==> src/rtl/mux4to1.sv <==
// N-bit 4-to-1 multiplexer with a zero-latency combinational output and an
// enable-gated registered copy of the result and its select.
module mux4to1 #(
  parameter int N = 32
) (
  input  logic         clk,
  input  logic         rst_n,
  input  logic [N-1:0] A,
  input  logic [N-1:0] B,
  input  logic [N-1:0] C,
  input  logic [N-1:0] D,
  input  logic [1:0]   S,
  input  logic         EN,
  output logic [N-1:0] Y,
  output logic [N-1:0] Y_Q,
  output logic [1:0]   S_Q
);

  // An unknown select falls through to A so no case can leave Y unassigned.
  function automatic logic [N-1:0] mux_sel(
    input logic [N-1:0] a,
    input logic [N-1:0] b,
    input logic [N-1:0] c,
    input logic [N-1:0] d,
    input logic [1:0]   sel
  );
    logic [N-1:0] res;
    case (sel)
      2'b00:   res = a;
      2'b01:   res = b;
      2'b10:   res = c;
      2'b11:   res = d;
      default: res = a;
    endcase
    return res;
  endfunction

  // Stage p0: combinational select, independent of clock, reset and enable.
  always_comb begin
    Y = mux_sel(A, B, C, D, S);
  end

  // Stage p1: capture the same value Y shows at the edge, with its select.
  always_ff @(posedge clk or negedge rst_n) begin
    if (!rst_n) begin
      Y_Q <= '0;
      S_Q <= 2'b00;
    end else if (EN) begin
      Y_Q <= Y;
      S_Q <= S;
    end
  end

endmodule

==> config.mk <==
export PLATFORM = sky130hd
export DESIGN_NAME = mux4to1
export DESIGN_NICKNAME = d
export VERILOG_FILES = /design/src/rtl/mux4to1.sv
export SDC_FILE = /design/constraint.sdc
export NUM_CORES = 1
export LEC_CHECK = 0
export BUFFER_PORTS_ARGS = -buffer_cell sky130_fd_sc_hd__buf_2
export CAP_MARGIN = 0
export CORE_UTILIZATION = 40
export CTS_CLUSTER_SIZE = 40
export DETAILED_ROUTE_END_ITERATION = 16
export GPL_TIMING_DRIVEN = 0
export PLACE_DENSITY = 0.8
export SYNTH_ARGS = -nofsm -noshare
export SYNTH_HDL_FRONTEND = slang
export SYNTH_SLANG_ARGS = --single-unit
==> constraint.sdc <==
create_clock -name clk -period 1 [get_ports clk]
set_input_delay 0 -clock clk [delete_from_list [all_inputs] [get_ports clk]]
set_output_delay 0 -clock clk [all_outputs]
set_load 0.02 [all_outputs]
Word level (Yosys, flattened, before mapping):

Index checks and enable logic that the tools add are counted.

* flip-flop bits (word level): 34
* input port bits: 133
* output and inout port bits: 66
* word-level logic and storage cells: 7

* eq/ne operators: 3
* mux-type cells: 1
* reductions and logical operators: 1

Operators by type and width (number)
* $pmux 32 s4: 1
* $eq 2x2->1 const B: 2
* $eq 2x1->1 const B: 1
* $logic_not 2->1: 1

Depth between registers and ports, before layout:

Gate-level depths: netlist of the first run.

* depth in word-level cells: 2
* gate-level depth with buffers: 4

Worst setup path after synthesis of the first run:

Ideal clock, no wire load.

* path kind: input-to-output
* from: in S[1]
* to: out Y[0]
* data arrival time: 0.861 ns
* data required time: 1.000 ns
* setup slack: 0.139 ns
* stages on the path: 3
* buffers on the path: 2
* cells stage by stage: buf_2 -> buf_2 -> mux2i_1

* word-level cells in the longest chain between the ends: 2
* elaborated cells on any way between the ends: 5
* those cells by class: 3 x eq/ne; 1 x mux; 1 x reduce/logical

RTL lines
* start: declaration: line 12 `input logic [1:0] S,`
* $eq 2x2->1, or another cell as far along: line 28 `case (sel)`
* $pmux 32 s4 *: line 28
* end: declaration: line 14 `output logic [N-1:0] Y,`

Every way passes the cells marked *; elsewhere a longest branch is shown, timed or not.

Worst setup path in the final report of the first run:

* from: in S[1]
* to: out Y[22]

Same word-level chain as after synthesis.

==> summary.txt, run 1 <==
Worst setup path
  • FF-to-FF End: S_Q[0]
  • Critical-path cell list: buf_2 > buf_2 > mux2i_1 > buf_2
  • Crit path kind: in2out
  • Worst path slowest cell: buf_2
  • CP Launch Type: primary input
  • CP Capture Type: primary output
  • R2R cell count: 1
  • R2R Setup Slk: 0.23 ns
  • Critical Path RT: 1.00 ns
  • Crit path launch: S[1]
  • Crit Path Max Fanout: 10
  • Worst EP arrival: 0.97 ns
  • Crit path top cell by count: buf_2
  • Crit-path max cell delay: 0.33 ns
  • R2R Path Start: S_Q[0]

Logic synthesis
  • Synth Flop Type: dfrtp_1
  • Seq cells post-synth: 34
  • Top cell type's share of synthesized area: 38.67%
  • Leading area contributor after synthesis: mux2i_1
  • Number of synthesized flops with an enable pin: 0
  • Yosys warnings: 0
  • Mean Syn Cell Area: 11.35 um^2
  • Count leader, synth: mux2i_1
  • Post-synth top cells: mux2i_1 (96), dfrtp_1 (34), nand2b_1 (33), o221ai_1 (32), buf_2 (11)
  • Post-synthesis instance total: 219
  • Post-synthesis async set-or-reset flop share: 100.0%
  • Register area share after synthesis: 34.24%
  • Syn_nets: 352
  • Netlist cell types: 14
  • Synth area leaders: mux2i_1 (39%), dfrtp_1 (34%), o221ai_1 (11%), nand2b_1 (8.3%), buf_2 (2.2%)
  • Post-Syn Area: 2485 um^2

Run
  • Max cap viols: 0

Drt
  • Max layer used: met4
  • Wire length per cell: 15.91 um
  • Met2 wire length: 4070 um
  • Met3 routed WL: 527 um
  • Via/cell ratio: 5.192
  • Initial DRC Count: 68
  • Number of detailed-route iterations in the first pass: 4
  • Total Wirelength: 7939 um
  • Antenna viol nets, final: 0
  • Total number of vias: 2,591
  • M1 WL: 3233 um
  • Drt drc: 0

Floorplan
  • Rows: 28
  • Die width: 80.82 um
  • I/O pin cnt: 199
  • Core area: 5956 um^2
  • Chip height: 80.82 um
  • Die ar.: 6531 um^2
  • Initial Util: 41.72%

Clocking
  • Clock latency on the worst-skew pair: 0.29 ns
  • CTS Buf Count: 5
  • TritonCTS clock tree: yes
  • Clock sink count: 34
  • Clock Tree Root: clkbuf_8
  • Longest Clk Path Bufs: 2
  • Max H-tree Level: 2
  • Reg clk slew, reported paths: 0.08 ns
  • # Post-CTS Setup Buffers: 0

Pwr
  • Max IR drop VDD: 0.6040 mV
  • Leak: 2.042 nW
  • PD cells: 1216 nW/um^2

Hold path
  • Hold Crit Endpoint: Y_Q[31]
  • Hold Crit Depth: 3
  • Hold path start: C[31]
  • Hold crit path type: in2reg

Timing
  • Final Hold Fails: 0
  • Slew Viols, Final: 0
  • Worst slew pin tran: 0.7750 ns
  • Top achievable clock speed: 1026 MHz
  • Post-route minimum period: 0.9749 ns
  • Clock Skew: 0 ns
  • Rel. slew slack: 48.33%
  • Final Setup Violations: 0
  • RSZ-0062 raised after global routing: false
  • Final period util: 97.49%
  • Worst Setup Slack, final: 0.02509 ns

GRT
  • Vias in the first global route: 2,388
  • Largest net degree at the start of global routing: 35
  • First-pass GRT wire length: 11,440 um
  • Initial antenna violation count: 0
  • All-Layer GR Usage: 23.38%
  • Total gr overflow: 0

Place
  • Detailed Place HPWL: 6126 um
  • Port Buffers: 196
  • Pre-CTS setup slack: -0.01731 ns
  • Final GP Congestion: 0.8635

Cells and area
  • Layout cells sized above 1: 53.30%
  • # nets final: 556
  • Antenna diodes: 0
  • P&R area growth vs syn: 48.24%
  • # fillers: 521
  • Final core occ: 61.85%

Status
  • Outcome: finished, final reports clean
stage by stage:
| step | setup TNS (ns) | cell area (um^2) | cells | power [W] | hold slack (ns) |
|---|---|---|---|---|---|
| 2_1_floorplan | 0 | 2485 | 219 | 0.002690 | -0.2956 |
| 3_3_place_gp | 0 | 3560 | 490 | 0.003378 | 0.1058 |
| 3_5_place_dp | -0.05948 | 3560 | 490 | 0.003425 | 0.1222 |
| 4_1_cts | 0 | 3661 | 499 | 0.004502 | 0.03218 |
| 5_1_grt | 0 | 3684 | 499 | 0.004729 | 0.05863 |
| 6_report | 0 | 3684 | 499 | 0.004480 | 0.03620 |
cell type report:
type,count,area (um^2),area share (%)
inverters,1,3.754,0.1019
repair buffers,197,991.0,26.90
well taps,75,93.84,2.548
clock inverters,1,5.005,0.1359
flip-flops and latches,34,850.8,23.10
plain buffers,20,166.4,4.518
multi-input cells,164,1486,40.35
clock buffers,7,86.33,2.344
logic make-up after synthesis:
family / count (synthesis) / share of synthesized area, %
mux: 97 / 39.12
buf+inv: 21 / 6.697
compound gates: 33 / 11.48
flops: 34 / 34.24
simple gates: 34 / 8.459
worst max path at each step:
| stage | slack (ns) | endpoint | cells past startpoint |
|---|---|---|---|
| 6_report | 0.03 | Y[22] | 4 |
| 2_1_floorplan | 0.14 | Y[0] | 3 |
| 3_3_place_gp | 0.01 | Y_Q[8] | 4 |
| 3_5_place_dp | -0.02 | Y_Q[20] | 4 |
| 5_1_grt | 0.003 | Y[22] | 4 |
| 4_1_cts | 0.003 | Y[8] | 5 |
registers in the layout, summed over array words and instances (netlist names):
name  count
S_Q       2
Y_Q      32
report_power, final:
| group | leakage [nW] | total, W | internal [W] | switching (W) |
|---|---|---|---|---|
| Combinational | 1.58 | 0.00178 | 0.000759 | 0.00102 |
| Sequential | 0.417 | 0.00163 | 0.00154 | 0.0000869 |
| Clock | 0.0482 | 0.00107 | 0.000556 | 0.000511 |
| Total | 2.04 | 0.00448 | 0.00286 | 0.00162 |
cells in the final DEF (no fill, tap or decap), drive strengths merged:
cell type,Yosys,routed
buf,17,213
clkbuf,3,10
clkinv,0,1
dfrtp,34,34
dlygate4sd3,0,1
inv,1,1
mux2,1,1
mux2i,96,96
nand2,1,1
nand2b,33,33
o21ai,1,1
o221ai,32,32
critical path, delay by kind of cell:
kind / cells / cell delay [ns]
buffers and inverters: 3 / 0.70
multiplexers: 1 / 0.27
metal layers:
metal	up-vias	GRT usage, %
li1	1243	-
met1	1201	26.94
met2	134	43.19
met3	13	4.831
met4	0	6.786
met5	-	0
what timing repair did:
| action | 4_1_cts | 5_1_grt |
|---|---|---|
| gates resized for setup | 0 | 6 |
| hold buffers | 1 | 0 |
| setup endpoints to repair | 0 | 4 |
| endpoints found under the hold margin | 34 | 0 |
Note: power is estimated with default switching activity, not from simulation.
==> run 2, diff against run 1 <==
--- a/config.mk
+++ b/config.mk
@@ -12,6 +12,8 @@
 export DETAILED_ROUTE_END_ITERATION = 16
 export GPL_TIMING_DRIVEN = 0
 export PLACE_DENSITY = 0.8
+export SETUP_SLACK_MARGIN = 0.5
+export SKIP_CTS_REPAIR_TIMING = 1
 export SYNTH_ARGS = -nofsm -noshare
 export SYNTH_HDL_FRONTEND = slang
 export SYNTH_SLANG_ARGS = --single-unit
==> summary.txt, run 2 (synthesis gave the netlist of run 1 again) <==
Clocking
  • Clock sink count: 34 (unchanged)
  • CTS Buf Count: 5 (unchanged)
  • TritonCTS clock tree: yes
  • Longest Clk Path Bufs: 2 (unchanged)
  • Max H-tree Level: 2 (unchanged)
  • Clock latency on the worst-skew pair: 0.29 ns (about the same)
  • Clock Tree Root: clkbuf_8
  • Reg clk slew, reported paths: 0.07 ns (about the same)

Worst setup path
  • Crit path launch: S[0]
  • Crit path top cell by count: mux2i_4
  • Worst path slowest cell: mux2i_4
  • R2R Path Start: Y_Q[16]
  • Critical Path RT: 1.00 ns (about the same)
  • CP Capture Type: primary output
  • CP Buf/Inv Count: 3 (unchanged)
  • CP Launch Type: primary input
  • Worst EP arrival: 0.91 ns (-0.06 ns)
  • Crit-path max cell delay: 0.30 ns (-0.03 ns)
  • Crit path kind: in2out
  • Critical-path cell list: buf_16 > clkbuf_16 > mux2i_4 > mux2i_4 > buf_6
  • Crit Path Max Fanout: 8 (-2)
  • Delay-heaviest family, CP: buffers and inverters

Timing
  • Worst slew pin tran: 0.5112 ns (-0.2638 ns)
  • Slew Viols, Final: 0 (unchanged)
  • Post-route minimum period: 0.9092 ns (-0.06568 ns)
  • Final Setup Violations: 0 (unchanged)
  • RSZ-0062 raised after global routing: true
  • Final period util: 90.92% (-6.6 points)
  • Rel. slew slack: 65.92% (+18 points)
  • Final Hold Fails: 34 (+34)
  • Top achievable clock speed: 1100 MHz (+7.2%)
  • Setup TNS: 0 ns (unchanged)
  • Hold WS: -0.3025 ns (-0.3387 ns)
  • Clock Skew: 0 ns (unchanged)

Pwr
  • Leak: 2.307 nW (+13%)
  • Final Power: 0.005868 W (+31%)
  • Max IR drop VDD: 0.7523 mV (+25%)
  • PD cells: 1097 nW/um^2 (-9.8%)

Floorplan
  • Die width: 80.82 um (unchanged)
  • Core area: 5956 um^2 (unchanged)
  • Die ar.: 6531 um^2 (unchanged)
  • I/O pin cnt: 199 (unchanged)
  • Rows: 28 (unchanged)
  • Initial Util: 41.72% (unchanged)
  • Chip height: 80.82 um (unchanged)

Cells and area
  • Most frequent cells in the layout: buf_2 (136), mux2i_4 (52), buf_6 (47), buf_4 (40), mux2i_2 (39)
  • Commonest non-fill, non-tap cell in the layout: buf_2
  • Largest registers: Y_Q (32), S_Q (2)
  • Layout cells sized above 1: 80.44% (+27 points)
  • Final core occ: 89.79% (+28 points)
  • Post-route insts no fill: 525 (+5.2%)
  • P&R area growth vs syn: 115.2%
  • Antenna diodes: 0 (unchanged)
  • Most flops, register: Y_Q
  • Max FFs per register: 32 (unchanged)
  • # nets final: 582 (+4.7%)

GRT
  • First-pass GRT wire length: 12,710 um (+11%)
  • Total gr overflow: 0 (unchanged)
  • Most Crowded Layer GR: met2
  • Largest net degree at the start of global routing: 35 (unchanged)
  • All-Layer GR Usage: 26.03% (+2.6 points)
  • Initial antenna violation count: 0 (unchanged)
  • Vias in the first global route: 2,619 (+9.7%)
  • GR Util met3: 5.169% (+0.34 points)
  • Met2 GRT Util: 45.80% (+2.6 points)
  • GR Util met1: 30.65% (+3.7 points)

Status
  • Outcome: complete, but fails checks
  • Failing checks: hold timing

Place
  • Detailed Place HPWL: 6690 um (+9.2%)
  • Final GP Congestion: 0.8356 (-3.2%)
  • Cells after DPL: 490 (unchanged)
  • Port Buffers: 196 (unchanged)

Drt
  • Total number of vias: 3,146 (+21%)
  • Initial DRC Count: 189 (+180%)
  • Via/cell ratio: 5.992 (+15%)
  • Total Wirelength: 12,820 um (+62%)
  • Antenna viol nets, final: 0 (unchanged)
  • Wire length per cell: 24.42 um (+54%)
  • Number of detailed-route iterations in the first pass: 4 (unchanged)
  • Drt drc: 0 (unchanged)

Hold path
  • Hold crit path type: in2async

Run
  • Max cap viols: 0 (unchanged)
-- run 2: cell count changes in the layout (fill, tap and decap cells not counted), moves of 3 or more --
cell | previous run | this run
mux2i_4 | 0 | 52
mux2i_1 | 91 | 5
o221ai_1 | 32 | 15
buf_6 | 1 | 47
clkbuf_16 | 0 | 6
buf_4 | 0 | 40
o221ai_2 | 0 | 17
buf_16 | 0 | 6
mux2i_2 | 5 | 39
buf_2 | 207 | 136
buf_8 | 3 | 0
-- run 2: metrics by stage --
| step | cell area, um^2 | worst slack (ns) | hold WS, ns |
|---|---|---|---|
| 6_report | 5348 | 0.09077 | -0.3025 |
| 5_1_grt | 5348 | 0.01459 | -0.2702 |
| 4_1_cts | 4208 | 0.06598 | -0.1738 |
| 3_5_place_dp | 4116 | 0.003815 | 0.1298 |
| 3_3_place_gp | 4116 | 0.05270 | 0.1234 |
| 2_1_floorplan | 3042 | 0.1778 | -0.2956 |
-- run 2: worst register-to-register path: stages (launching register included) --
cell and delay, ns:
dfrtp_1 0.40, nand2b_1 0.10, o221ai_1 0.16
-- run 2: worst paths after layout --
kind	endpoint	slack, ns	depth (start not counted)
setup reg to reg	Y_Q[16]	0.19	2
setup / recovery	Y[9]	0.09	5
min in group clk	Y_Q[26]	0.04	3
max in group asynchronous	S_Q[0]	0.92	1
hold reg to reg	Y_Q[26]	0.53	2
hold / removal	Y_Q[14]	-0.30	1
-- run 2: area by class of cell --
cell class / instances / area [um^2]
plain buffers: 20 / 299.0
clock buffers: 7 / 86.33
clock inverters: 1 / 5.005
fillers: 253 / 608.1
inverters: 1 / 3.754
multi-input cells: 164 / 2390
flip-flops and latches: 34 / 853.3
well taps: 75 / 93.84
repair buffers: 223 / 1617
-- run 2: layer usage --
layer | vias up | share of wire, %
met5 | - | 0
met4 | 0 | 6.6
met3 | 81 | 8.7
met2 | 252 | 50
met1 | 1499 | 34
li1 | 1314 | -
-- run 2: report_power, final --
part           leakage, nW  switching, W  internal (W)
Sequential           0.415      0.000159       0.00155
Clock               0.0482      0.000527      0.000556
Combinational         1.84       0.00149       0.00159
Total                 2.31       0.00218       0.00369
==> run 3, diff against run 2 <==
--- a/config.mk
+++ b/config.mk
@@ -7,11 +7,11 @@
 export LEC_CHECK = 0
 export BUFFER_PORTS_ARGS = -buffer_cell sky130_fd_sc_hd__buf_2
 export CAP_MARGIN = 0
-export CORE_UTILIZATION = 40
+export CORE_UTILIZATION = 35
 export CTS_CLUSTER_SIZE = 40
 export DETAILED_ROUTE_END_ITERATION = 16
 export GPL_TIMING_DRIVEN = 0
-export PLACE_DENSITY = 0.8
+export PLACE_DENSITY = 0.71
 export SETUP_SLACK_MARGIN = 0.5
 export SKIP_CTS_REPAIR_TIMING = 1
 export SYNTH_ARGS = -nofsm -noshare
==> summary.txt, run 3 (synthesis gave the netlist of run 1 again) <==
Floorplan
  • Rows: 30 (+7.1%)
  • Initial Util: 36.37% (-5.3 points)
  • Core area: 6832 um^2 (+15%)
  • Die ar.: 7441 um^2 (+14%)
  • Chip height: 86.26 um (+6.7%)
  • I/O pin cnt: 199 (unchanged)
  • Die width: 86.26 um (+6.7%)

Timing
  • Top achievable clock speed: 1136 MHz (+3.3%)
  • Worst slew pin tran: 0.4901 ns (-0.02112 ns)
  • Rel. slew slack: 67.33% (+1.4 points)
  • Final Hold Fails: 34 (unchanged)
  • Slew Viols, Final: 0 (unchanged)
  • Clock Skew: 0 ns (unchanged)
  • Post-route minimum period: 0.8804 ns (-0.02883 ns)
  • RSZ-0062 raised after global routing: true
  • Worst Setup Slack, final: 0.1196 ns (+0.02883 ns)
  • Hold WS: -0.3158 ns (-0.01333 ns)
  • Final Setup Violations: 0 (unchanged)
  • Final period util: 88.04% (-2.9 points)

GRT
  • GR Util met3: 4.190% (-0.98 points)
  • Total gr overflow: 0 (unchanged)
  • Initial antenna violation count: 0 (unchanged)
  • Largest net degree at the start of global routing: 35 (unchanged)
  • First-pass GRT wire length: 12,840 um (+1.0%)
  • Met2 GRT Util: 40.91% (-4.9 points)
  • Vias in the first global route: 2,561 (-2.2%)
  • Most Crowded Layer GR: met2
  • GR Util met1: 27.29% (-3.4 points)
  • All-Layer GR Usage: 22.44% (-3.6 points)

Clocking
  • Reg clk slew, reported paths: 0.07 ns (about the same)
  • Clock latency on the worst-skew pair: 0.28 ns (about the same)
  • TritonCTS clock tree: yes
  • Clock Tree Root: clkbuf_8
  • CTS Buf Count: 5 (unchanged)
  • Longest Clk Path Bufs: 2 (unchanged)
  • Clock sink count: 34 (unchanged)
  • Max H-tree Level: 2 (unchanged)

Status
  • Outcome: complete, but fails checks
  • Failing checks: hold timing

Place
  • Port Buffers: 196 (unchanged)
  • Detailed Place HPWL: 6525 um (-2.5%)
  • Final GP Congestion: 0.8056 (-3.6%)
  • Pre-CTS setup slack: -0.01570 ns (-0.01952 ns)

Worst setup path
  • CP Capture Type: primary output
  • Crit-path max cell delay: 0.36 ns (+0.06 ns)
  • Crit path kind: in2out
  • Critical Path RT: 1.00 ns (about the same)
  • Worst EP arrival: 0.88 ns (-0.03 ns)
  • Critical-path cell list: buf_4 > mux2i_2 > mux2i_4 > buf_2
  • Delay-heaviest family, CP: multiplexers
  • CP Buf/Inv Count: 2 (-1)
  • Crit Path Max Fanout: 10 (+2)
  • CP Launch Type: primary input
  • Worst path slowest cell: mux2i_2

Drt
  • Total number of vias: 2,674 (-15%)
  • Number of detailed-route iterations in the first pass: 4 (unchanged)
  • Via/cell ratio: 5.036 (-16%)
  • Drt drc: 0 (unchanged)
  • Antenna viol nets, final: 0 (unchanged)
  • Initial DRC Count: 60 (-68%)
  • Wire length per cell: 17.20 um (-30%)
  • Total Wirelength: 9132 um (-29%)

Pwr
  • Final Power: 0.005409 W (-7.8%)
  • Internal cell power: 0.003471 W (-5.9%)
  • Switching Power: 0.001938 W (-11%)
  • Sw frac: 35.84% (-1.3 points)
  • Leak: 2.145 nW (-7.0%)
  • PD cells: 1105 nW/um^2 (+0.71%)
  • Combinational Power Share: 49.1% (-3.4 points)
  • Max IR drop VDD: 0.6811 mV (-9.5%)
  • Sequential Power Share: 31.0% (+1.9 points)
  • Clk pwr share: 19.9% (+1.4 points)

Cells and area
  • # fillers: 500 (+98%)
  • Multi-input logic area: 2220 um^2 (-7.1%)
  • Largest registers: Y_Q (32), S_Q (2)
  • Max FFs per register: 32 (unchanged)
  • # nets final: 567 (-2.6%)
  • Layout cells sized above 1: 77.93% (-2.5 points)
  • Final core occ: 71.65% (-18 points)
  • Most frequent cells in the layout: buf_2 (159), mux2i_2 (50), mux2i_4 (38), buf_6 (37), dfrtp_1 (32)
  • Commonest non-fill, non-tap cell in the layout: buf_2
  • Storage element area: 853.3 um^2 (unchanged)
  • Antenna diodes: 0 (unchanged)
  • Most flops, register: Y_Q
  • P&R area growth vs syn: 96.98%

Hold path
  • Hold crit path type: in2async

Run
  • Max cap viols: 0 (unchanged)
[run 3: changes by cell type in the layout (fill, tap and decap cells not counted), sizes merged]
cell,delta
buf,-10
clkbuf,-6
clkinvlp,+1
[run 3: stage by stage]
| step | cell area [um^2] | setup TNS [ns] | cells |
|---|---|---|---|
| global route | 4895 | 0 | 531 |
| CTS | 4238 | 0 | 519 |
| floorplan | 3042 | 0 | 219 |
| global placement | 4143 | 0 | 511 |
| finish | 4895 | 0 | 531 |
| detailed placement | 4143 | -0.01570 | 511 |
[run 3: path summary, 6_finish.rpt]
kind	startpoint	endpoint	slack [ns]	depth (start not counted)
max in group asynchronous	rst_n	S_Q[0]	0.94	1
min reg2reg	Y_Q[17]	Y_Q[17]	0.52	2
max	S[0]	Y[10]	0.12	4
min	rst_n	Y_Q[5]	-0.32	1
min in group clk	D[7]	Y_Q[7]	0.04	3
max reg2reg	Y_Q[20]	Y_Q[20]	0.18	3
[run 3: layer usage]
layer | part of all wire (%) | vias up
met2 | 54 | 107
met1 | 40 | 1286
met4 | 0.58 | 0
met3 | 5.5 | 4
li1 | - | 1277
met5 | 0 | -
[run 3: power by group through the flow]
stage | clock network [W] | logic [W] | registers (W)
after CTS | 0.00111 | 0.00218 | 0.00163
final | 0.00108 | 0.00265 | 0.00168
after global placement | 0 | 0.00214 | 0.00165
after floorplan | 0 | 0.00116 | 0.00187
after global routing | 0.00117 | 0.00280 | 0.00170
after detailed placement | 0 | 0.00217 | 0.00166
[run 3: final cells by class]
| type | count | share of cell area, % |
|---|---|---|
| flip-flops and latches | 34 | 17.43 |
| clock inverters | 2 | 0.2556 |
| multi-input cells | 164 | 45.35 |
| repair buffers | 208 | 27.48 |
| well taps | 96 | 2.454 |
| inverters | 1 | 0.07669 |
| clock buffers | 6 | 1.687 |
| plain buffers | 20 | 5.266 |
